## config.mk

```make
export PLATFORM = sky130hd
export DESIGN_NAME = floor_call_scheduler
export DESIGN_NICKNAME = d
export VERILOG_FILES = /design/src/rtl/floor_call_scheduler.sv
export SDC_FILE = /design/constraint.sdc
export NUM_CORES = 1
export LEC_CHECK = 0
export BUFFER_PORTS_ARGS = -buffer_cell sky130_fd_sc_hd__buf_2
export CAP_MARGIN = 20
export CORE_ASPECT_RATIO = 0.6
export CORE_MARGIN = 1.5
export CORE_UTILIZATION = 40
export DETAILED_ROUTE_END_ITERATION = 10
export PLACE_DENSITY = 0.66
export SLEW_MARGIN = 20
export SYNTH_ARGS = -nofsm -noshare
export SYNTH_HDL_FRONTEND = slang
export SYNTH_SLANG_ARGS = --single-unit
```

## constraint.sdc

```tcl
create_clock -name clk -period 5 [get_ports clk]
set_input_delay 0.75 -clock clk [delete_from_list [all_inputs] [get_ports clk]]
set_output_delay 0.75 -clock clk [all_outputs]
set_load 0.005 [all_outputs]
```

## src/rtl/floor_call_scheduler.sv

```systemverilog
`default_nettype none
// ============================================================================
// Module   : floor_call_scheduler
// Purpose  : Ordered store of pending floor calls for one elevator cabin.
//            A new call is placed at the front of the queue when the cabin
//            will pass that floor on the way to the current head. Otherwise
//            it goes to the tail. Calls to floors already queued are
//            suppressed, and calls that find the queue full are dropped
//            with an overflow pulse. The head entry is the next destination
//            for the motion controller.
// Ports    : clk, reset             - clock, synchronous active-high reset
//            call_valid/floor/dir   - call strobe, requested floor, direction
//            move_dir, actual_floor - current cabin direction and position
//            pop                    - head served, remove entry 0
//            head_floor/head_valid  - entry 0 and queue-not-empty
//            count/full             - occupancy and count==DEPTH
//            ins_flag               - 11 front, 10 tail, 01 duplicate, 00 none
//            overflow               - call dropped because queue was full
// Revision : 1.0 - initial release
// ============================================================================
module floor_call_scheduler #(
    parameter int FLOOR_W = 2,
    parameter int DEPTH   = 4,
    parameter int CNT_W   = $clog2(DEPTH + 1)
) (
    input  logic               clk,
    input  logic               reset,
    input  logic               call_valid,
    input  logic [FLOOR_W-1:0] call_floor,
    input  logic               call_dir,
    input  logic               move_dir,
    input  logic [FLOOR_W-1:0] actual_floor,
    input  logic               pop,
    output logic [FLOOR_W-1:0] head_floor,
    output logic               head_valid,
    output logic [CNT_W-1:0]   count,
    output logic               full,
    output logic [1:0]         ins_flag,
    output logic               overflow
);

    localparam logic [CNT_W-1:0] C_DEPTH     = CNT_W'(DEPTH);
    localparam logic [CNT_W-1:0] C_ONE       = CNT_W'(1);
    localparam logic [1:0]       C_INS_NONE  = 2'b00;
    localparam logic [1:0]       C_INS_DUP   = 2'b01;
    localparam logic [1:0]       C_INS_TAIL  = 2'b10;
    localparam logic [1:0]       C_INS_FRONT = 2'b11;

    logic [FLOOR_W-1:0] mem_q [DEPTH];
    logic [FLOOR_W-1:0] mem_d [DEPTH];
    logic [CNT_W-1:0]   count_q, count_d;
    logic [1:0]         ins_q, ins_d;
    logic               ovf_q, ovf_d;
    logic               hv_q, full_q;

    // Queue as seen after the pop has been applied; the call is judged
    // against this view so a same-cycle pop frees a slot and removes the
    // old head from duplicate matching.
    logic [FLOOR_W-1:0] w_pop_mem [DEPTH];
    logic [CNT_W-1:0]   w_pop_cnt;
    logic               w_dup;
    logic               w_between;
    logic               w_inroute;

    always_comb begin
        w_pop_mem = mem_q;
        w_pop_cnt = count_q;
        if (pop && (count_q != '0)) begin
            for (int i = 0; i < DEPTH - 1; i++) begin
                w_pop_mem[i] = mem_q[i+1];
            end
            w_pop_mem[DEPTH-1] = '0;
            w_pop_cnt          = count_q - C_ONE;
        end
    end

    always_comb begin
        w_dup = 1'b0;
        for (int i = 0; i < DEPTH; i++) begin
            if ((CNT_W'(i) < w_pop_cnt) && (w_pop_mem[i] == call_floor)) begin
                w_dup = 1'b1;
            end
        end
    end

    // Strictly between the cabin and the head, in the direction of travel.
    always_comb begin
        if (move_dir) begin
            w_between = (actual_floor < call_floor) && (call_floor < w_pop_mem[0]);
        end else begin
            w_between = (w_pop_mem[0] < call_floor) && (call_floor < actual_floor);
        end
        w_inroute = (w_pop_cnt != '0) && (call_dir == move_dir) && w_between;
    end

    always_comb begin
        mem_d   = w_pop_mem;
        count_d = w_pop_cnt;
        ins_d   = C_INS_NONE;
        ovf_d   = 1'b0;
        if (call_valid) begin
            if (w_dup) begin
                ins_d = C_INS_DUP;
            end else if (w_pop_cnt == C_DEPTH) begin
                ovf_d = 1'b1;
            end else if (w_inroute) begin
                // Not full here, so the entry shifted out of the top is unused.
                mem_d[0] = call_floor;
                for (int i = 1; i < DEPTH; i++) begin
                    mem_d[i] = w_pop_mem[i-1];
                end
                count_d = w_pop_cnt + C_ONE;
                ins_d   = C_INS_FRONT;
            end else begin
                for (int i = 0; i < DEPTH; i++) begin
                    if (CNT_W'(i) == w_pop_cnt) begin
                        mem_d[i] = call_floor;
                    end
                end
                count_d = w_pop_cnt + C_ONE;
                ins_d   = C_INS_TAIL;
            end
        end
    end

    always_ff @(posedge clk) begin
        if (reset) begin
            for (int i = 0; i < DEPTH; i++) begin
                mem_q[i] <= '0;
            end
            count_q <= '0;
            ins_q   <= C_INS_NONE;
            ovf_q   <= 1'b0;
            hv_q    <= 1'b0;
            full_q  <= 1'b0;
        end else begin
            for (int i = 0; i < DEPTH; i++) begin
                mem_q[i] <= mem_d[i];
            end
            count_q <= count_d;
            ins_q   <= ins_d;
            ovf_q   <= ovf_d;
            hv_q    <= (count_d != '0);
            full_q  <= (count_d == C_DEPTH);
        end
    end

    assign head_floor = mem_q[0];
    assign head_valid = hv_q;
    assign count      = count_q;
    assign full       = full_q;
    assign ins_flag   = ins_q;
    assign overflow   = ovf_q;

endmodule
`default_nettype wire

```

Word-level counts from Yosys, hierarchy flattened
Index checks and enable logic that the tools add are counted.
- bits of input ports: 10
- output and inout bits: 10
- register bits after elaboration: 16
- add/subtract/negate cells: 2
- reductions and logical operators: 16
- equal/unequal tests: 10
- magnitude comparators: 8
- bitwise gates (word level): 1
- mux-type cells: 22
- operator list (cell ; count):
    2-to-1 mux 8 bit ; 5
    2-to-1 mux 3 bit ; 4
    logical AND 1 bit ; 9
    2-to-1 mux 1 bit ; 9
    nonzero test 3 bit ; 3
    == test 2 bit ; 4
    less-than comparator 2 bit ; 4
    2-to-1 mux 2 bit ; 4
    == test 2 x 3 -> 1 bit (first input constant) ; 2
    == test 3 bit (second input constant) ; 2
    less-than comparator 1 x 3 -> 1 bit (first input constant) ; 2
    less-than comparator 2 x 3 -> 1 bit (first input constant) ; 2
    OR reduction 4 bit ; 1
    adder 3 x 1 -> 3 bit (second input constant) ; 1
    == test 1 x 3 -> 1 bit (first input constant) ; 1
    logical NOT 3 bit ; 1
    OR reduction 3 bit ; 1
    subtractor 3 x 1 -> 3 bit (second input constant) ; 1
    OR reduction 2 bit ; 1
    == test 1 bit ; 1
    inverter 1 bit ; 1

Logic depth before layout (Yosys ltp)
- word-level depth: 12
- mapped depth: 14
- gate-level depth less buffers: 13

Worst setup path before layout
No wires, ideal clock.
- path type: flip-flop to flip-flop
- start: register count_q[0], in the netlist count[0]
- end: register mem_q[2] (netlist bit)
- data arrival time: 3.602 ns
- stages on the path, launching flop included: 15
- required time: 4.869 ns
- setup slack: 1.267 ns
- buffers on the path: 1
- cell sequence: dfxtp_1 > clkbuf_1 > inv_1 > ha_1 > or2b_4 > nand2_8 > mux2_2 > ha_1 > nor2b_1 > or4_1 > mux2i_1 > a21boi_1 > nor2_1 > o31ai_1 > o31ai_1
- longest elaborated chain between the ends: 11
- RTL lines (item ; RTL line ; source):
    from (decl) ; 51 ; logic [CNT_W-1:0] count_q, count_d;
    from (signal assigned) ; 140 ; count_q <= count_d;
    parallel branches: the longest is 10 deep, another holds subtractor 3 x 1 -> 3 bit ; n/a ;
    2-to-1 mux 8 bit * ; 101 ; if (call_valid) begin
    to (signal, indexed assignment) ; 138 ; mem_q[i] <= mem_d[i];
    to (decl) ; 49 ; logic [FLOOR_W-1:0] mem_q [DEPTH];
Mark *: on every way between the ends.
A chain may end at the register's enable or synchronous reset.

Worst setup path after layout
Ends and elaborated chain as after synthesis.

==> flow_summary.toml <==
[outcome]
status = "completed"

[layout]
drive_above_1_share = 0.222
area_delta_synth_final_pct = 11.2
nNetsFinal = 197
nFillCells = 339
instances_no_fill = 225
diodes = 0

[setup_path]
end_kind = "register"
cp.required_ns = 5.12
critPathMaxFanout = 12
cp-start-kind = "register"
crit_type = "reg -> reg"
reg2reg_depth = 13
arrival_ns = 4.26

[synth]
synth_area_leader_cell = "dfxtp_1"
synth_top_area_frac = 0.236
ys_types = 58
synth_seq_cells = 16
syn_area_mm2 = 0.00136
yosys-top-cells-count = "nor2_1 (17), dfxtp_1 (16), nand2_1 (14)"
synth_edf_count = 0
synth_cells = 165
synth_area_per_cell_um2 = 8.24
yosys-top-cells-area = "dfxtp_1 (24%), ha_1 (5.5%), nor2_1 (4.7%)"
yosys_warnings = 0
synth_fp_nets = 181
ys_seq_area_frac = 0.236
synth_ff_type = "dfxtp_1"
synthArstFlopShare = 0
synth.most_common_cell = "nor2_1"

[timing]
fmax_mhz = 242
worstMarginPinSlew_ns = 0.616
grt_setup_unrepaired = "no"
whs_ns = 0.566
final_hold_viol_count = 0
finalMaxSlewViolations = 0
finalSetupViolCount = 0
finClkSkew_ns = 0.00376
finalCritPeriodShare = 0.827
slew_headroom = 0.586
min_period_ns = 4.14
tns_ns = 0

[clock_tree]
clock_latency_ns = 0.25
clockBufferDepth = 2
h-tree-depth = 1
cts_setup_buffers = 0
cts_tree = "built"
postCtsHoldBufs = 0
clkSlewWorstSetupHoldPaths_ns = 0.06
cts_buffers = 3
cts_root_buf = "clkbuf_8"
post_cts_resized = 0
clkSinkCount = 16

[global_route]
grt_max_degree = 20
grt-ovfl-total = 0
grt_pass1_vias = 1241
antenna_found_initial = 0
grt_pass1_wl_mm = 6.05
grt_usage = 0.211

[detailed_routing]
drt-pass1-iter-count = 6
drtIter0Drc = 136
num_vias = 1368
routed_wl_mm = 3.69
avgRoutedWirePerCell_um = 16.4
drc = 0
viasPerCell = 6.08
final_antenna_net_count = 0

[power]
ir_drop_mv = 0.217
seqPwrFrac = 0.218
p_int_uw = 500
p_clk_frac = 0.110
powerDensity_mw_per_mm2 = 674
p_comb_frac = 0.671
swShare = 0.509
p_sw_uw = 518
leakage_uw = 0.000595

[worst_hold_path]
holdPathStages = 2
hp-class = "reg -> reg"

[floorplanning]
fp.coreArea_mm2 = 0.00324
die_x_um = 78.2
pin_count = 20
die_h_um = 48.1
die_area_mm2 = 0.00377
fp-row-count = 16
initial_core_util = 0.419

[flow_run]
maxCapViolCount = 0

[placement]
gp_congestion = 0.993
place_inst = 221
dpl.hpwl_mm = 2.92
numPortBuffers = 19
[layout by cell type, fill, tap and decap left out, types with 2 or more instances in the layout]
master,n
buf_2,19
nor2b_1,3
o31ai_1,7
ha_1,6
clkbuf_8,4
mux2i_1,6
inv_1,7
a221oi_1,4
a21oi_1,10
o21ai_0,5
and3_1,2
mux2_2,2
nand3_1,4
a211oi_1,2
dfxtp_1,16
nand2_1,14
a311oi_1,2
nor2_1,17
or4_1,2
o21a_1,2
a31oi_1,4
xnor2_1,5
nor3_1,5
[worst max-delay path, cell delays in order, from the launching register on]
cell and delay [ns]:
dfxtp_1 0.60, inv_1 0.17, ha_1 0.28, or2b_4 0.29
nand2_8 0.08, mux2_2 0.31, ha_1 0.31, nor2b_1 0.15
or4_1 0.40, mux2i_1 0.42, a21boi_1 0.52, nor2_1 0.14
o31ai_1 0.22, o31ai_1 0.11
[flip-flops by register name, indices dropped and copies added, names as in the netlist]
| register | cells |
|---|---|
| head_valid | 1 |
| full | 1 |
| head_floor | 2 |
| mem_q | 6 |
| ins_flag | 2 |
| overflow | 1 |
| count | 3 |
[metrics by stage]
| stage | power [uW] | utilization | instance area, um2 | setup WS (ns) |
|---|---|---|---|---|
| 5_1_grt | 1100 | 0.466 | 1510 | 0.561 |
| 3_3_place_gp | 876 | 0.449 | 1460 | 1.18 |
| 2_1_floorplan | 737 | - | 1360 | 1.27 |
| 3_5_place_dp | 893 | 0.449 | 1460 | 0.949 |
| 6_report | 1020 | 0.466 | 1510 | 0.863 |
| 4_1_cts | 1010 | 0.466 | 1510 | 0.898 |
[final timing paths]
path | startpoint | endpoint | slack [ns]
worst max-delay path | count[0]$_SDFF_PP0_ | mem_q[2]$_SDFF_PP0_ | 0.86
worst min register to register | mem_q[1]$_SDFF_PP0_ | mem_q[1]$_SDFF_PP0_ | 0.57
worst min-delay path | mem_q[1]$_SDFF_PP0_ | mem_q[1]$_SDFF_PP0_ | 0.57
worst max register to register | count[0]$_SDFF_PP0_ | mem_q[2]$_SDFF_PP0_ | 0.86
[metal layers]
layer / vias to the layer above / GRT usage / routed length, um
met4: 0 / 0.00357 / 21
li1: 652 / - / -
met5: - / 0 / 0
met2: 64 / 0.350 / 1560
met3: 2 / 0.0542 / 312
met1: 650 / 0.300 / 1800
[final cells by class]
class                   count  area (um2)  area share
inverters                   8        30.0      0.0199
clock buffers               4        55.1      0.0364
flip-flops and latches     16         320       0.212
multi-input cells         133         955       0.632
repair buffers             19        95.1      0.0629
well taps                  45        56.3      0.0373
[power by group through the flow]
stage | Combinational, uW | Sequential, uW | Clock [uW]
after global placement | 655 | 221 | 0
after global routing | 750 | 228 | 123
after CTS | 672 | 221 | 115
after floorplan | 530 | 207 | 0
after detailed placement | 670 | 224 | 0
final | 684 | 222 | 112
[cell families (layout without fill, tap and decap cells)]
group / count (synthesis) / in the layout / synth area share
simple gates: 62 / 62 / 0.261
compound gates: 50 / 50 / 0.274
flops: 16 / 16 / 0.236
buf+inv: 16 / 31 / 0.0617
mux: 10 / 10 / 0.0801
fa+ha+maj: 6 / 6 / 0.0552
xor+xnor: 5 / 5 / 0.0322
(Power assumes the default switching activity.)
